### src/rtl/accum_pkg.sv
// Shared widths and the beat record that travels from the arbiter into the
// capture stage of accum_arbiter.
package accum_pkg;
    localparam int DATA_W   = 32;
    localparam int HALF_W   = 16;
    // Wide enough for the largest supported requester count (8).
    localparam int MAX_ID_W = 3;

    typedef struct packed {
        logic [MAX_ID_W-1:0] id;
        logic [DATA_W-1:0]   data;
        logic                last;
    } beat_t;
endpackage

### src/rtl/accum_arbiter_if.sv
// Requester beat bus plus tagged result channel of accum_arbiter.
interface accum_arbiter_if #(
    parameter int NUM_REQ = 4,
    parameter int CNT_W   = 16
);
    import accum_pkg::*;
    localparam int ID_W = (NUM_REQ > 1) ? $clog2(NUM_REQ) : 1;

    logic [NUM_REQ-1:0]        req_valid;
    logic [NUM_REQ*DATA_W-1:0] req_data;
    logic [NUM_REQ-1:0]        req_last;
    logic [NUM_REQ-1:0]        req_ready;
    logic                      res_valid;
    logic                      res_ready;
    logic [ID_W-1:0]           res_id;
    logic [DATA_W-1:0]         res_score;
    logic [CNT_W-1:0]          res_count;

    modport master (
        output req_valid, req_data, req_last, res_ready,
        input  req_ready, res_valid, res_id, res_score, res_count
    );

    modport slave (
        input  req_valid, req_data, req_last, res_ready,
        output req_ready, res_valid, res_id, res_score, res_count
    );
endinterface

### src/rtl/split_add32.sv
// Combinational 32-bit adder built as two 16-bit halves with an explicit
// carry from the low half into the high half; final carry is dropped.
module split_add32
    import accum_pkg::*;
(
    input  logic [DATA_W-1:0] a,
    input  logic [DATA_W-1:0] b,
    output logic [DATA_W-1:0] sum
);
    logic [HALF_W:0]   lo;
    logic [HALF_W-1:0] hi;

    assign lo  = {1'b0, a[HALF_W-1:0]} + {1'b0, b[HALF_W-1:0]};
    assign hi  = a[DATA_W-1:HALF_W] + b[DATA_W-1:HALF_W]
               + {{(HALF_W-1){1'b0}}, lo[HALF_W]};
    assign sum = {hi, lo[HALF_W-1:0]};
endmodule

### src/rtl/accum_arbiter.sv
// Round-robin scheduler feeding a shared accumulate stage that keeps a private
// score/count per requester and emits a tagged result on each stream's last beat.
module accum_arbiter
    import accum_pkg::*;
#(
    parameter int NUM_REQ = 4,
    parameter int CNT_W   = 16
) (
    input  logic            clk,
    input  logic            rst,
    input  logic            flush,
    accum_arbiter_if.slave  bus
);
    localparam int ID_W = (NUM_REQ > 1) ? $clog2(NUM_REQ) : 1;

    logic [ID_W-1:0]    ptr_reg;
    logic [NUM_REQ-1:0] grant;
    logic [ID_W-1:0]    grant_id;
    logic               found;
    logic               stall;
    logic               fire;
    int                 srch_idx;
    beat_t              beat_in;

    beat_t              s1_reg;
    logic               s1_valid_reg;

    logic [DATA_W-1:0]  acc_cur [NUM_REQ];
    logic [CNT_W-1:0]   cnt_cur [NUM_REQ];
    logic [DATA_W-1:0]  acc_sel;
    logic [CNT_W-1:0]   cnt_sel;
    logic [DATA_W-1:0]  sum;
    logic [CNT_W-1:0]   cnt_next;
    logic               s1_fin;

    logic               res_valid_reg;
    logic [ID_W-1:0]    res_id_reg;
    logic [DATA_W-1:0]  res_score_reg;
    logic [CNT_W-1:0]   res_count_reg;

    // A last beat in stage 1 must find the single output register free.
    assign stall = rst | flush | res_valid_reg | (s1_valid_reg & s1_reg.last);
    assign fire  = found & ~stall;

    always_comb begin
        grant    = '0;
        grant_id = '0;
        found    = 1'b0;
        srch_idx = 0;
        for (int k = 0; k < NUM_REQ; k++) begin
            srch_idx = int'(ptr_reg) + k;
            if (srch_idx >= NUM_REQ) srch_idx = srch_idx - NUM_REQ;
            if (!found && bus.req_valid[srch_idx]) begin
                found    = 1'b1;
                grant_id = ID_W'(srch_idx);
            end
        end
        if (found && !stall) grant[grant_id] = 1'b1;
    end

    assign bus.req_ready = grant;

    always_comb begin
        beat_in.id   = MAX_ID_W'(grant_id);
        beat_in.data = bus.req_data[grant_id*DATA_W +: DATA_W];
        beat_in.last = bus.req_last[grant_id];
    end

    always_ff @(posedge clk) begin
        if (rst || flush) begin
            ptr_reg      <= '0;
            s1_valid_reg <= 1'b0;
        end else begin
            s1_valid_reg <= fire;
            if (fire) begin
                ptr_reg <= (grant_id == ID_W'(NUM_REQ-1)) ? '0 : grant_id + 1'b1;
                s1_reg  <= beat_in;
            end
        end
    end

    always_comb begin
        acc_sel = '0;
        cnt_sel = '0;
        for (int k = 0; k < NUM_REQ; k++) begin
            if (s1_reg.id == MAX_ID_W'(k)) begin
                acc_sel = acc_cur[k];
                cnt_sel = cnt_cur[k];
            end
        end
    end

    split_add32 u_add (
        .a   (acc_sel),
        .b   (s1_reg.data),
        .sum (sum)
    );

    assign cnt_next = cnt_sel + CNT_W'(1);
    assign s1_fin   = s1_valid_reg & s1_reg.last;

    // Read and write of a bank happen in the same cycle, so back-to-back beats
    // from one requester see the fresh value without forwarding.
    for (genvar gi = 0; gi < NUM_REQ; gi++) begin : g_bank
        logic [DATA_W-1:0] acc_reg;
        logic [CNT_W-1:0]  cnt_reg;

        always_ff @(posedge clk) begin
            if (rst || flush) begin
                acc_reg <= '0;
                cnt_reg <= '0;
            end else if (s1_valid_reg && s1_reg.id == MAX_ID_W'(gi)) begin
                acc_reg <= s1_reg.last ? '0 : sum;
                cnt_reg <= s1_reg.last ? '0 : cnt_next;
            end
        end

        assign acc_cur[gi] = acc_reg;
        assign cnt_cur[gi] = cnt_reg;
    end

    always_ff @(posedge clk) begin
        if (rst) begin
            res_valid_reg <= 1'b0;
            res_id_reg    <= '0;
            res_score_reg <= '0;
            res_count_reg <= '0;
        end else if (s1_fin && !flush) begin
            res_valid_reg <= 1'b1;
            res_id_reg    <= s1_reg.id[ID_W-1:0];
            res_score_reg <= sum;
            res_count_reg <= cnt_next;
        end else if (res_valid_reg && bus.res_ready) begin
            res_valid_reg <= 1'b0;
        end
    end

    assign bus.res_valid = res_valid_reg;
    assign bus.res_id    = res_id_reg;
    assign bus.res_score = res_score_reg;
    assign bus.res_count = res_count_reg;
endmodule

### src/flat_wrapper.sv
// flat-port wrapper written by rule: the top's interface ports become plain ports
module accum_arbiter_flat import accum_pkg::*;
#(
    parameter int NUM_REQ = 4,
    parameter int CNT_W   = 16
)
  (clk, rst, flush, bus_req_valid, bus_req_data, bus_req_last, bus_res_ready, bus_req_ready, bus_res_valid, bus_res_id, bus_res_score, bus_res_count);
  accum_arbiter_if #(.NUM_REQ(NUM_REQ), .CNT_W(CNT_W)) bus_i ();
  input  logic clk;
  input  logic rst;
  input  logic flush;
  input wire logic [$bits(bus_i.req_valid)-1:0] bus_req_valid;
  input wire logic [$bits(bus_i.req_data)-1:0] bus_req_data;
  input wire logic [$bits(bus_i.req_last)-1:0] bus_req_last;
  input wire logic [$bits(bus_i.res_ready)-1:0] bus_res_ready;
  output wire logic [$bits(bus_i.req_ready)-1:0] bus_req_ready;
  output wire logic [$bits(bus_i.res_valid)-1:0] bus_res_valid;
  output wire logic [$bits(bus_i.res_id)-1:0] bus_res_id;
  output wire logic [$bits(bus_i.res_score)-1:0] bus_res_score;
  output wire logic [$bits(bus_i.res_count)-1:0] bus_res_count;
  assign bus_i.req_valid = bus_req_valid;
  assign bus_i.req_data = bus_req_data;
  assign bus_i.req_last = bus_req_last;
  assign bus_i.res_ready = bus_res_ready;
  assign bus_req_ready = bus_i.req_ready;
  assign bus_res_valid = bus_i.res_valid;
  assign bus_res_id = bus_i.res_id;
  assign bus_res_score = bus_i.res_score;
  assign bus_res_count = bus_i.res_count;
  accum_arbiter #(.NUM_REQ(NUM_REQ), .CNT_W(CNT_W)) u_core (.clk(clk), .rst(rst), .flush(flush), .bus(bus_i));
endmodule
### config.mk
export PLATFORM = sky130hd
export DESIGN_NAME = accum_arbiter_flat
export DESIGN_NICKNAME = d
export VERILOG_FILES = /design/src/rtl/accum_pkg.sv /design/src/rtl/accum_arbiter_if.sv /design/src/rtl/split_add32.sv /design/src/rtl/accum_arbiter.sv /design/src/flat_wrapper.sv
export SDC_FILE = /design/constraint.sdc
export NUM_CORES = 1
export LEC_CHECK = 0
export CAP_MARGIN = 20
export CELL_PAD_IN_SITES_DETAIL_PLACEMENT = 1
export CELL_PAD_IN_SITES_GLOBAL_PLACEMENT = 1
export CORE_ASPECT_RATIO = 0.5
export CORE_UTILIZATION = 27
export DETAILED_ROUTE_END_ITERATION = 8
export PLACE_DENSITY_LB_ADDON = 0.1
export REMOVE_ABC_BUFFERS = 1
export SKIP_LAST_GASP = 1
export SYNTH_ARGS = -nofsm -noshare
export SYNTH_HDL_FRONTEND = slang
export SYNTH_SLANG_ARGS = --single-unit
### constraint.sdc
create_clock -name clk -period 11.1 [get_ports clk]
set_clock_uncertainty 0.2 [all_clocks]
set_input_delay 2.22 -clock clk [delete_from_list [all_inputs] [get_ports clk]]
set_output_delay 2.22 -clock clk [all_outputs]
set_load 0.005 [all_outputs]
==> Word level (Yosys, flattened, before mapping) <==
Cells that the tools add are included.
{ "op_classes": {"n_mul": 0, "order_cmp": 10, "div_mod_pow": 0, "shift": 1, "n_bitwise": 7, "mux": 42, "addsub": 12, "reduce_logical": 20, "eq_ne": 4} }
{ "op_table": {"columns": ["cell", "n"], "rows": [
  ["32-bit 2-to-1 mux", 9],
  ["32-bit by 4-bit less-than comparator with 1-bit output (second input constant)", 4],
  ["128-bit by 8-bit indexed part select with 32-bit output", 1],
  ["32-bit by 4-bit >= comparator with 1-bit output (second input constant)", 3],
  ["32-bit by 4-bit subtractor with 32-bit output (second input constant)", 3],
  ["16-bit 2-to-1 mux", 5],
  ["16-bit by 16-bit adder with 17-bit output", 1],
  ["16-bit by 1-bit adder with 16-bit output", 1],
  ["16-bit by 1-bit adder with 16-bit output (second input constant)", 1],
  ["16-bit adder", 1],
  ["1-bit 2-to-1 mux", 16],
  ["1-bit logical AND", 11],
  ["1-bit binary-select mux with 2-bit select", 5],
  ["2-bit 2-to-1 mux", 5],
  ["2-bit by 2-bit adder with 3-bit output (second input constant)", 2],
  ["2-bit equality test (second input constant)", 3],
  ["1-bit zero test", 5],
  ["4-bit 2-to-1 mux", 1],
  ["2-bit by 3-bit subtractor with 4-bit output (second input constant)", 1],
  ["2-bit by 1-bit adder with 3-bit output (second input constant)", 1],
  ["2-bit by 3-bit >= comparator with 1-bit output (second input constant)", 1],
  ["3-bit zero test", 1],
  ["2-bit by 3-bit less-than comparator with 1-bit output (second input constant)", 1],
  ["1-bit bitwise OR", 3],
  ["9 further kinds", 11]
]} }
{ "totals": {"ramBits": 0, "latchBits": 0, "word_cells": 113, "output_inout_bits": 55, "inputBits": 140, "ff_bits": 281, "romBits": 0, "mem_count": 0} }

==> Depth between registers and ports, before layout <==
Gate-level depths: netlist (run 1).
{ "logic_depth": {"ltp_word": 20, "mapped_depth": 23, "depth_no_buf": 19} }

==> By module <==
Synthesis (run 1) repeated with hierarchy kept, for this count alone.
{ "hier_totals": {"cells_unflattened": 1592, "hier_area_um2": 14139.8} }
{ "modules_own_cells": {"columns": ["mod", "seq_area_each_um2", "n_inst", "cells_each", "area_each_um2"], "rows": [
  ["accum_arbiter", 5975.7, 1, 1399, 12727.2],
  ["split_add32", 0.0, 1, 193, 1412.6]
]} }

==> Worst setup path before layout (run 1) <==
No wires, ideal clock.
{ "synth_path": {"path_kind": "in2out", "from": "input port flush", "to": "output port bus_req_ready[3]", "n_path_buf": 1, "slack_ns": 4.760, "arrival_ns": 3.920, "stages": 4, "path_cell_list": "nor2_1 and3_1 clkbuf_1 and2_1"} }
{ "synth_via": {"elab_chain_len": 6} }
{ "synth_rtl": {"columns": ["item", "line", "text"], "rows": [
  ["from (decl)", "flat_wrapper.sv:11", "input logic flush;"],
  ["1-bit bitwise OR (3 in a row)", "accum_arbiter.sv:42", "assign stall = rst | flush | res_valid_reg | (s1_valid_reg & s1_reg.last);"],
  ["1-bit zero test", "accum_arbiter.sv:58", "if (found && !stall) grant[grant_id] = 1'b1;"],
  ["1-bit logical AND", "accum_arbiter.sv:58", null],
  ["4-bit 2-to-1 mux", "accum_arbiter.sv:58", null],
  ["to (decl)", "flat_wrapper.sv:16", "output wire logic [$bits(bus_i.req_ready)-1:0] bus_req_ready;"]
]} }
No other way between the ends.

==> Worst setup path in the final report (run 1) <==
{ "layout_path": {"from": "input port bus_req_valid[0]", "to": "output port bus_req_ready[3]"} }
{ "layout_via": {"elab_chain_len": 18, "elab_cells_between_ends": 33} }
{ "layout_rtl": {"columns": ["item", "line", "text"], "rows": [
  ["from (decl)", "flat_wrapper.sv:12", "input wire logic [$bits(bus_i.req_valid)-1:0] bus_req_valid;"],
  ["1-bit binary-select mux with 2-bit select", "accum_arbiter.sv:53", "if (!found && bus.req_valid[srch_idx]) begin"],
  ["1-bit 2-to-1 mux (implied by the code) (2 in a row)", "accum_arbiter.sv:53", null],
  ["1-bit 2-to-1 mux", "accum_arbiter.sv:53", null],
  ["1-bit zero test", "accum_arbiter.sv:53", null],
  ["1-bit logical AND", "accum_arbiter.sv:53", null],
  ["1-bit 2-to-1 mux", "accum_arbiter.sv:53", null],
  ["1-bit zero test", "accum_arbiter.sv:53", null],
  ["1-bit logical AND", "accum_arbiter.sv:53", null],
  ["1-bit 2-to-1 mux", "accum_arbiter.sv:53", null],
  ["1-bit zero test", "accum_arbiter.sv:53", null],
  ["1-bit logical AND", "accum_arbiter.sv:53", null],
  ["2-bit 2-to-1 mux", "accum_arbiter.sv:53", null],
  ["2-bit by 3-bit less-than comparator with 1-bit output (implied by the code) / 2-bit by 1-bit >= comparator with 1-bit output (equally long branches)", "accum_arbiter.sv:58", null],
  ["1-bit logical AND (implied by the code)", "accum_arbiter.sv:58", null],
  ["1-bit 2-to-1 mux (implied by the code)", "accum_arbiter.sv:58", null],
  ["1-bit demux with 2-bit select", null, null],
  ["4-bit 2-to-1 mux *", "accum_arbiter.sv:58", null]
]} }
Every way passes the cells marked *; elsewhere a longest branch is shown, timed or not. The select of a mux whose other input is x is not followed.

==> results.toml, run 1 <==
[drt]
drtIter0Drc = 605
first_pass_iters = 4
drc_errors = 0
wl_um = 45500
wire_per_inst_um = 19.9
avgViaCountPerCell = 5.02
num_vias = 11500
ant_nets = 0

[setup_path]
crit_required_ns = 8.68
cp.arrival_ns = 5.93
end_kind = "output port"
reg2reg_from = "u_core.s1_reg[33]"
start_kind = "input port"
crit_type = "in2out"
reg2reg_to = "u_core.bus.res_score[30]"
r2r_slack_ns = 4.60
worstRegToRegCells = 18
crit_fanout = 36

[sta]
max-slew-margin-rel = 0.291
worst_pin_slew_ns = 1.06
hold_viol = 0
setup_viol = 0
finalCritPeriodShare = 0.752
rsz0062_at_grt = "no"
max_freq_mhz = 120
slew_violations = 0
whs_ns = 0.251
setup_tns_ns = 0
fin_crit_ns = 8.35
worst_slack_ns = 2.75

[placed_design]
gp_congestion = 0.787
post-dp-hpwl_um = 30900
dp_slack_ns = 2.69
portBuffers = 194

[synth]
postSynthAreaPerCell_um2 = 9.02
synth_common_cells = "374 x nand2_1, 246 x dfxtp_1, 110 x a21oi_1, 99 x nor2_1, 80 x clkbuf_1"
yosysMostFrequentCell = "nand2_1"
synth_top_area_frac = 0.372
yosysTopAreaCell = "dfxtp_1"
synth_edf_count = 35
syn_area_mm2 = 0.0132
synth_warnings = 0
synth_area_leaders = "dfxtp_1 37%, nand2_1 11%, edfxtp_1 7.9%"
synth.distinct_cells = 71
synth-seq-area-share = 0.451
synth_cells = 1468
async_flop_share = 0
ys_seq_elements = 281
ys.flop_type = "dfxtp_1"

[final_layout]
drive_gt1_frac = 0.0949
utilization = 0.354
finalNetCount = 1798
diodes = 0
syn_to_final_growth_pct = 27.5
nFillCells = 5422
largest_reg_flops = 128

[clock_tree]
ctsResizeCount = 0
cts_root_buf = "clkbuf_16"
cts_made_buffers = 30
clk_pin_slew_ns = 0.07
clock-sinks = 281
clock_latency_ns = 0.57
clockBufferDepth = 3
holdBufCountCts = 0
htreeDepth = 1
post_cts_buffers = 0
cts_tree = "built"

[outcome]
status = "complete, no violations"

[grt]
grt_max_degree = 70
antenna_found_initial = 0
gr-total-overflow = 0
grt_pass1_wl_um = 70500
grt_util_all_layers = 0.181
grt_pass1_vias = 12300

[floorplan]
num_rows = 56
pin_count = 195
chipHeight_um = 159
die_w_um = 315
start_util = 0.278
core_mm2 = 0.0476
dieArea_mm2 = 0.0500

[min_path]
hold_start = "u_core.g_bank[1].cnt_reg[15]"
hold_class = "reg2reg"
min_delay_worst_endpoint = "u_core.g_bank[1].cnt_reg[15]"
hold_depth = 2

[power]
ir_drop_mv = 0.0846
power_mw = 2.41
p_leak_nw = 6.11
p_per_area_mw_per_mm2 = 142

[flow_run]
drv_cap = 0
kinds of logic (layout without fill, tap and decap cells):
| kind of cell | after synthesis | in the layout | synth area share |
|---|---|---|---|
| AND/OR/NAND/NOR | 599 | 599 | 0.199 |
| AO/OA/AOI/OAI | 349 | 349 | 0.164 |
| flip-flops | 281 | 281 | 0.451 |
| buffers and inverters | 111 | 287 | 0.0346 |
| multiplexers | 49 | 49 | 0.0841 |
| XOR/XNOR | 41 | 41 | 0.0294 |
| adder cells (fa/ha/maj) | 38 | 38 | 0.0376 |
area by class of cell:
cell class | count | area, um2 | share of cell area
multi-input cells | 1076 | 6850 | 0.406
flip-flops and latches | 281 | 5980 | 0.354
repair buffers | 219 | 2140 | 0.127
clock buffers | 45 | 942 | 0.0558
well taps | 638 | 798 | 0.0473
clock inverters | 11 | 138 | 0.00815
inverters | 12 | 45.0 | 0.00267
cells in the final DEF (no fill, tap or decap), types with 5 or more instances in the layout:
master,instances
or2_2,5
o31ai_1,5
dfxtp_1,246
mux4_2,42
inv_1,10
and2_1,5
clkdlybuf4s50_1,193
nor2_2,5
and3_1,36
nor2_1,96
nand2_1,374
xnor2_1,19
o21ai_1,13
nand4_1,7
clkbuf_16,34
a211oi_1,17
nand3_1,17
buf_4,24
ha_1,35
a22oi_1,16
nand2b_1,5
nor3b_1,5
xor2_1,18
a21oi_1,110
o21bai_1,6
clkbuf_8,5
a21o_1,15
nor3_1,8
a22o_1,40
a31oi_1,34
nor2b_1,8
o21ai_0,71
mux4_1,6
clkbuf_1,6
edfxtp_1,35
how the worst max path moves through the flow:
| stage | endpoint | from | cells after the start | slack, ns |
|---|---|---|---|---|
| after CTS | bus_req_ready[3] | bus_req_valid[0] | 9 | 2.69 |
| after floorplan | bus_req_ready[3] | bus_req_valid[0] | 6 | 3.79 |
| after detailed placement | bus_req_ready[3] | bus_req_valid[0] | 9 | 2.69 |
| final | bus_req_ready[3] | bus_req_valid[0] | 9 | 2.75 |
| after global routing | bus_req_ready[3] | bus_req_valid[0] | 9 | 2.44 |
| after global placement | bus_req_ready[3] | bus_req_valid[0] | 9 | 2.84 |
through the flow:
step           cells  cell area (um2)
6_report        2282            16900
5_1_grt         2282            16900
4_1_cts         2282            16900
3_5_place_dp    2226            15800
3_3_place_gp    2225            15800
2_1_floorplan   1369            12800
worst max-delay path: stages:
cell and delay [ns]:
clkdlybuf4s50_1 0.50, nor2b_1 0.21, nor2_1 0.11, o22ai_4 0.75, clkinv_1 0.84, buf_4 0.46, ha_1 0.22, and2_1 0.16
clkdlybuf4s50_1 0.44
power breakdown:
group / internal (mW) / leakage [nW] / switching (mW)
clock: 0.656 / 0.534 / 0.438
sequential: 1.05 / 2.31 / 0.0106
combinational: 0.108 / 3.26 / 0.142
per-layer routing:
| metal | track usage | up-vias | wire, um |
|---|---|---|---|
| met5 | 0 | - | 0 |
| met4 | 0.0306 | 0 | 611 |
| met3 | 0.0260 | 53 | 1170 |
| met2 | 0.318 | 129 | 22000 |
| met1 | 0.240 | 5800 | 21700 |
| li1 | - | 5478 | - |
Power figures use the tool's default switching activity.
==> run 2: changes to the inputs <==
==> constraint.sdc (replaced) <==
create_clock -name clk -period 7.6 [get_ports clk]
set_clock_uncertainty 0.2 [all_clocks]
set_input_delay 1.52 -clock clk [delete_from_list [all_inputs] [get_ports clk]]
set_output_delay 1.52 -clock clk [all_outputs]
set_load 0.005 [all_outputs]
==> results.toml, run 2 (synthesis gave the netlist of run 1 again) <==
[final_layout]
diodes = 0
final_common_cell = "nand2_1"
syn_to_final_growth_pct = 26.9
drive_gt1_frac = 0.0960
nFillCells = 5463
final_cell_mix = "374 x nand2_1, 246 x dfxtp_1, 193 x clkdlybuf4s50_1"
largest_reg_flops = 128
finalNonFillerCells = 2283
finalNetCount = 1801

[sta]
setup_viol = 0
max_freq_mhz = 166
fin_crit_ns = 6.02
finalCritPeriodShare = 0.792
max-slew-margin-rel = 0.256
worst_slack_ns = 1.58
rsz0062_at_grt = "no"
worst_pin_slew_ns = 1.11
slew_violations = 0
hold_viol = 0
setup_tns_ns = 0

[drt]
num_vias = 11500
wl_um = 45200
avgViaCountPerCell = 5.05
drtIter0Drc = 573
top_layer_used = "met4"
first_pass_iters = 5
drc_errors = 0
wire_per_inst_um = 19.8
wl_met3_um = 1550
ant_nets = 0
met2_wirelength_um = 21600
met1Wirelength_um = 21500

[setup_path]
start_kind = "flop"
startpoint = "u_core.s1_reg[33]"
cp_slowest_cell = "edfxtp_1"
end_kind = "flop"
worstRegToRegCells = 19
crit_chain = "buf_4 -> buf_4 -> mux4_2 -> ha_1 -> inv_1 -> nor2_1 -> o2111ai_1 -> o211ai_1 -> a21oi_1 -> o21ai_0 -> fa_1 -> fa_1 -> a21oi_1 -> o21ai_1 -> a2111o_1 -> a41oi_1 -> xor2_1 -> o21ai_1 -> nor2b_1"
cp.arrival_ns = 6.25
crit_type = "reg2reg"
crit_required_ns = 7.82
reg2reg_from = "u_core.s1_reg[33]"
crit_fanout = 16
cpPeakStageDelay_ns = 0.63

[grt]
gr-total-overflow = 0
grt_util_all_layers = 0.179
grt_max_degree = 69
grt_pass1_vias = 12100
antenna_found_initial = 0
grt_pass1_wl_um = 69800

[floorplan]
core_mm2 = 0.0476
num_rows = 56
dieArea_mm2 = 0.0500
die_w_um = 315
start_util = 0.278
pin_count = 195
chipHeight_um = 159

[outcome]
status = "complete, no violations"

[placed_design]
post-dp-hpwl_um = 31000
gp_congestion = 0.790
portBuffers = 194
placedCellCount = 2230
dp_slack_ns = 1.58

[clock_tree]
post_cts_buffers = 0
clock_latency_ns = 0.58
ctsResizeCount = 0
cts_made_buffers = 29
cts_root_buf = "clkbuf_16"
htreeDepth = 1
clock-sinks = 281
clockBufferDepth = 3
cts_tree = "built"
holdBufCountCts = 0
clk_pin_slew_ns = 0.06

[min_path]
hold_start = "u_core.g_bank[2].acc_reg[15]"
hold_class = "reg2reg"
hold_depth = 2

[flow_run]
drv_cap = 0

[power]
ir_drop_mv = 0.123
p_leak_nw = 6.06
p_per_area_mw_per_mm2 = 204
[run 2: cell types whose count changed in the layout (fill, tap and decap cells not counted), sizes merged]
cell      previous run  this run
bufinv               3         4
clkinv               8        10
clkinvlp             0         3
buf                 26        30
inv                 12        11
clkbuf              45        37
[run 2: layout make-up]
class | count | area (um2) | share of cell area
Clock inverter | 16 | 186 | 0.0111
Inverter | 12 | 45.0 | 0.00268
Sequential cell | 281 | 5980 | 0.355
Multi-Input combinational cell | 1076 | 6850 | 0.408
Timing Repair Buffer | 223 | 2150 | 0.128
Tap cell | 638 | 798 | 0.0475
Clock buffer | 37 | 797 | 0.0474
[run 2: layer usage]
layer / track usage / vias up
li1: - / 5481
met1: 0.240 / 5852
met2: 0.310 / 163
met3: 0.0270 / 37
met4: 0.0306 / 0
met5: 0 / -
[run 2: where the power goes]
part | total (mW) | internal (mW) | switching [mW]
sequential | 1.55 | 1.53 | 0.0176
clock | 1.51 | 0.875 | 0.639
combinational | 0.365 | 0.159 | 0.206
total | 3.43 | 2.57 | 0.863
[run 2: path summary, 6_finish.rpt]
path                                                endpoint  slack, ns
worst max register to register      u_core.bus.res_score[30]       1.58
worst min register to register  u_core.g_bank[2].acc_reg[15]       0.25
worst min-delay path            u_core.g_bank[2].acc_reg[15]       0.25
worst max-delay path                u_core.bus.res_score[30]       1.58
[run 2: worst max-delay path, delay by kind of cell, from the launching register on]
kind	cells	cell delay [ns]
AO/OA/AOI/OAI	9	1.89
XOR/XNOR	1	0.37
adder cells (fa/ha/maj)	3	1.22
buffers and inverters	3	0.81
flip-flops	1	0.63
multiplexers	1	0.56
AND/OR/NAND/NOR	2	0.21
[run 2: stage by stage]
stage / hold slack, ns / instance area (um2) / power, mW / utilization
2_1_floorplan: 0.217 / 12800 / 1.75 / -
3_3_place_gp: 0.226 / 15800 / 1.95 / 0.332
3_5_place_dp: 0.237 / 15800 / 1.95 / 0.332
4_1_cts: 0.251 / 16800 / 3.48 / 0.353
5_1_grt: 0.270 / 16800 / 3.57 / 0.353
6_report: 0.252 / 16800 / 3.43 / 0.353
==> run 3: changes to the inputs <==
==> constraint.sdc (replaced) <==
create_clock -name clk -period 6.1 [get_ports clk]
set_clock_uncertainty 0.2 [all_clocks]
set_input_delay 1.22 -clock clk [delete_from_list [all_inputs] [get_ports clk]]
set_output_delay 1.22 -clock clk [all_outputs]
set_load 0.005 [all_outputs]
==> results.toml, run 3 (synthesis gave the netlist of run 1 again) <==
[outcome]
status = "complete, no violations"

[power]
ir_drop_mv = 0.156
power_mw = 4.22
p_leak_nw = 6.07
p_per_area_mw_per_mm2 = 251

[final_layout]
final_common_cell = "nand2_1"
drive_gt1_frac = 0.0964
utilization = 0.353
syn_to_final_growth_pct = 27.0
diodes = 0
largest_reg_flops = 128
final_cell_mix = "374 x nand2_1, 246 x dfxtp_1, 193 x clkdlybuf4s50_1"
finalNetCount = 1805

[sta]
setup_tns_ns = 0
finalCritPeriodShare = 0.911
worst_pin_slew_ns = 1.16
rsz0062_at_grt = "no"
max-slew-margin-rel = 0.224
max_freq_mhz = 180
hold_viol = 0
worst_slack_ns = 0.545
fin_crit_ns = 5.55
slew_violations = 0
setup_viol = 0

[min_path]
hold_class = "reg2reg"

[placed_design]
gp_congestion = 0.782
post-dp-hpwl_um = 31300
dp_slack_ns = 0.630
portBuffers = 194

[clock_tree]
ctsResizeCount = 0
clk_pin_slew_ns = 0.06
cts_tree = "built"
cts_made_buffers = 29
post_cts_buffers = 0
clock_latency_ns = 0.57
cts_root_buf = "clkbuf_16"
htreeDepth = 1
clock-sinks = 281
holdBufCountCts = 0
clockBufferDepth = 3

[floorplan]
die_w_um = 315
num_rows = 56
pin_count = 195
chipHeight_um = 159
core_mm2 = 0.0476
start_util = 0.278
dieArea_mm2 = 0.0500

[setup_path]
crit_fanout = 19
end_kind = "flop"
crit_type = "reg2reg"
crit_required_ns = 6.33
start_kind = "flop"
cp.arrival_ns = 5.78

[drt]
num_vias = 11500
wl_um = 45500
drc_errors = 0
ant_nets = 0
drtIter0Drc = 462
wire_per_inst_um = 19.9
avgViaCountPerCell = 5.01
first_pass_iters = 4

[grt]
grt_max_degree = 87
grt_util_all_layers = 0.182
grt_pass1_wl_um = 70700
grt_pass1_vias = 12200
antenna_found_initial = 0
gr-total-overflow = 0

[flow_run]
drv_cap = 0
-- run 3: cell count changes in the layout (fill, tap and decap cells not counted) --
cell | before | now
buf_12 | 0 | 1
buf_4 | 29 | 32
bufinv_16 | 4 | 3
clkbuf_1 | 5 | 9
clkinv_1 | 2 | 1
clkinv_2 | 8 | 6
clkinvlp_4 | 3 | 2
inv_6 | 0 | 1
-- run 3: metal layers --
layer,part of all wire,GRT usage,vias to the layer above
met5,0,0,-
met4,0.014,0.0304,0
met3,0.032,0.0246,47
met2,0.47,0.315,166
met1,0.48,0.244,5756
li1,-,-,5496
-- run 3: where the power goes --
group / switching [mW] / internal [mW]
clock: 0.775 / 1.05
sequential: 0.0200 / 1.91
combinational: 0.259 / 0.201
total: 1.05 / 3.17
-- run 3: final timing paths --
check                               start                      endpoint  slack (ns)  depth (start not counted)
max                     u_core.s1_reg[33]      u_core.bus.res_score[30]        0.55                         18
min          u_core.g_bank[1].cnt_reg[14]  u_core.g_bank[1].cnt_reg[14]        0.25                          2
max reg2reg             u_core.s1_reg[33]      u_core.bus.res_score[30]        0.55                         18
min reg2reg  u_core.g_bank[1].cnt_reg[14]  u_core.g_bank[1].cnt_reg[14]        0.25                          2
-- run 3: worst max-delay path: stages (launching register included) --
cell       delay, ns
edfxtp_1        0.46
buf_12          0.23
mux4_2          0.52
ha_1            0.38
o211ai_1        0.21
a21oi_1         0.10
o2111ai_1       0.28
o211ai_1        0.19
a21oi_1         0.26
o21ai_0         0.18
fa_1            0.44
fa_1            0.42
a21oi_1         0.30
o21ai_1         0.14
a2111o_1        0.42
a41oi_1         0.23
xor2_1          0.22
o21ai_1         0.09
nor2b_1         0.14
-- run 3: cell type report --
| type | instances | area [um2] |
|---|---|---|
| flip-flops and latches | 281 | 5980 |
| repair buffers | 227 | 2200 |
| clock inverters | 12 | 144 |
| inverters | 12 | 45.0 |
| multi-input cells | 1076 | 6850 |
| clock buffers | 41 | 812 |
| fillers | 5480 | 30800 |
| well taps | 638 | 798 |
-- run 3: per-stage QoR --
step                std cells  instance area, um2  hold slack, ns
floorplan                1369               12800           0.217
finish                   2287               16800           0.249
detailed placement       2234               15900           0.239
CTS                      2287               16800           0.253
global route             2287               16800           0.270
global placement         2234               15900           0.227
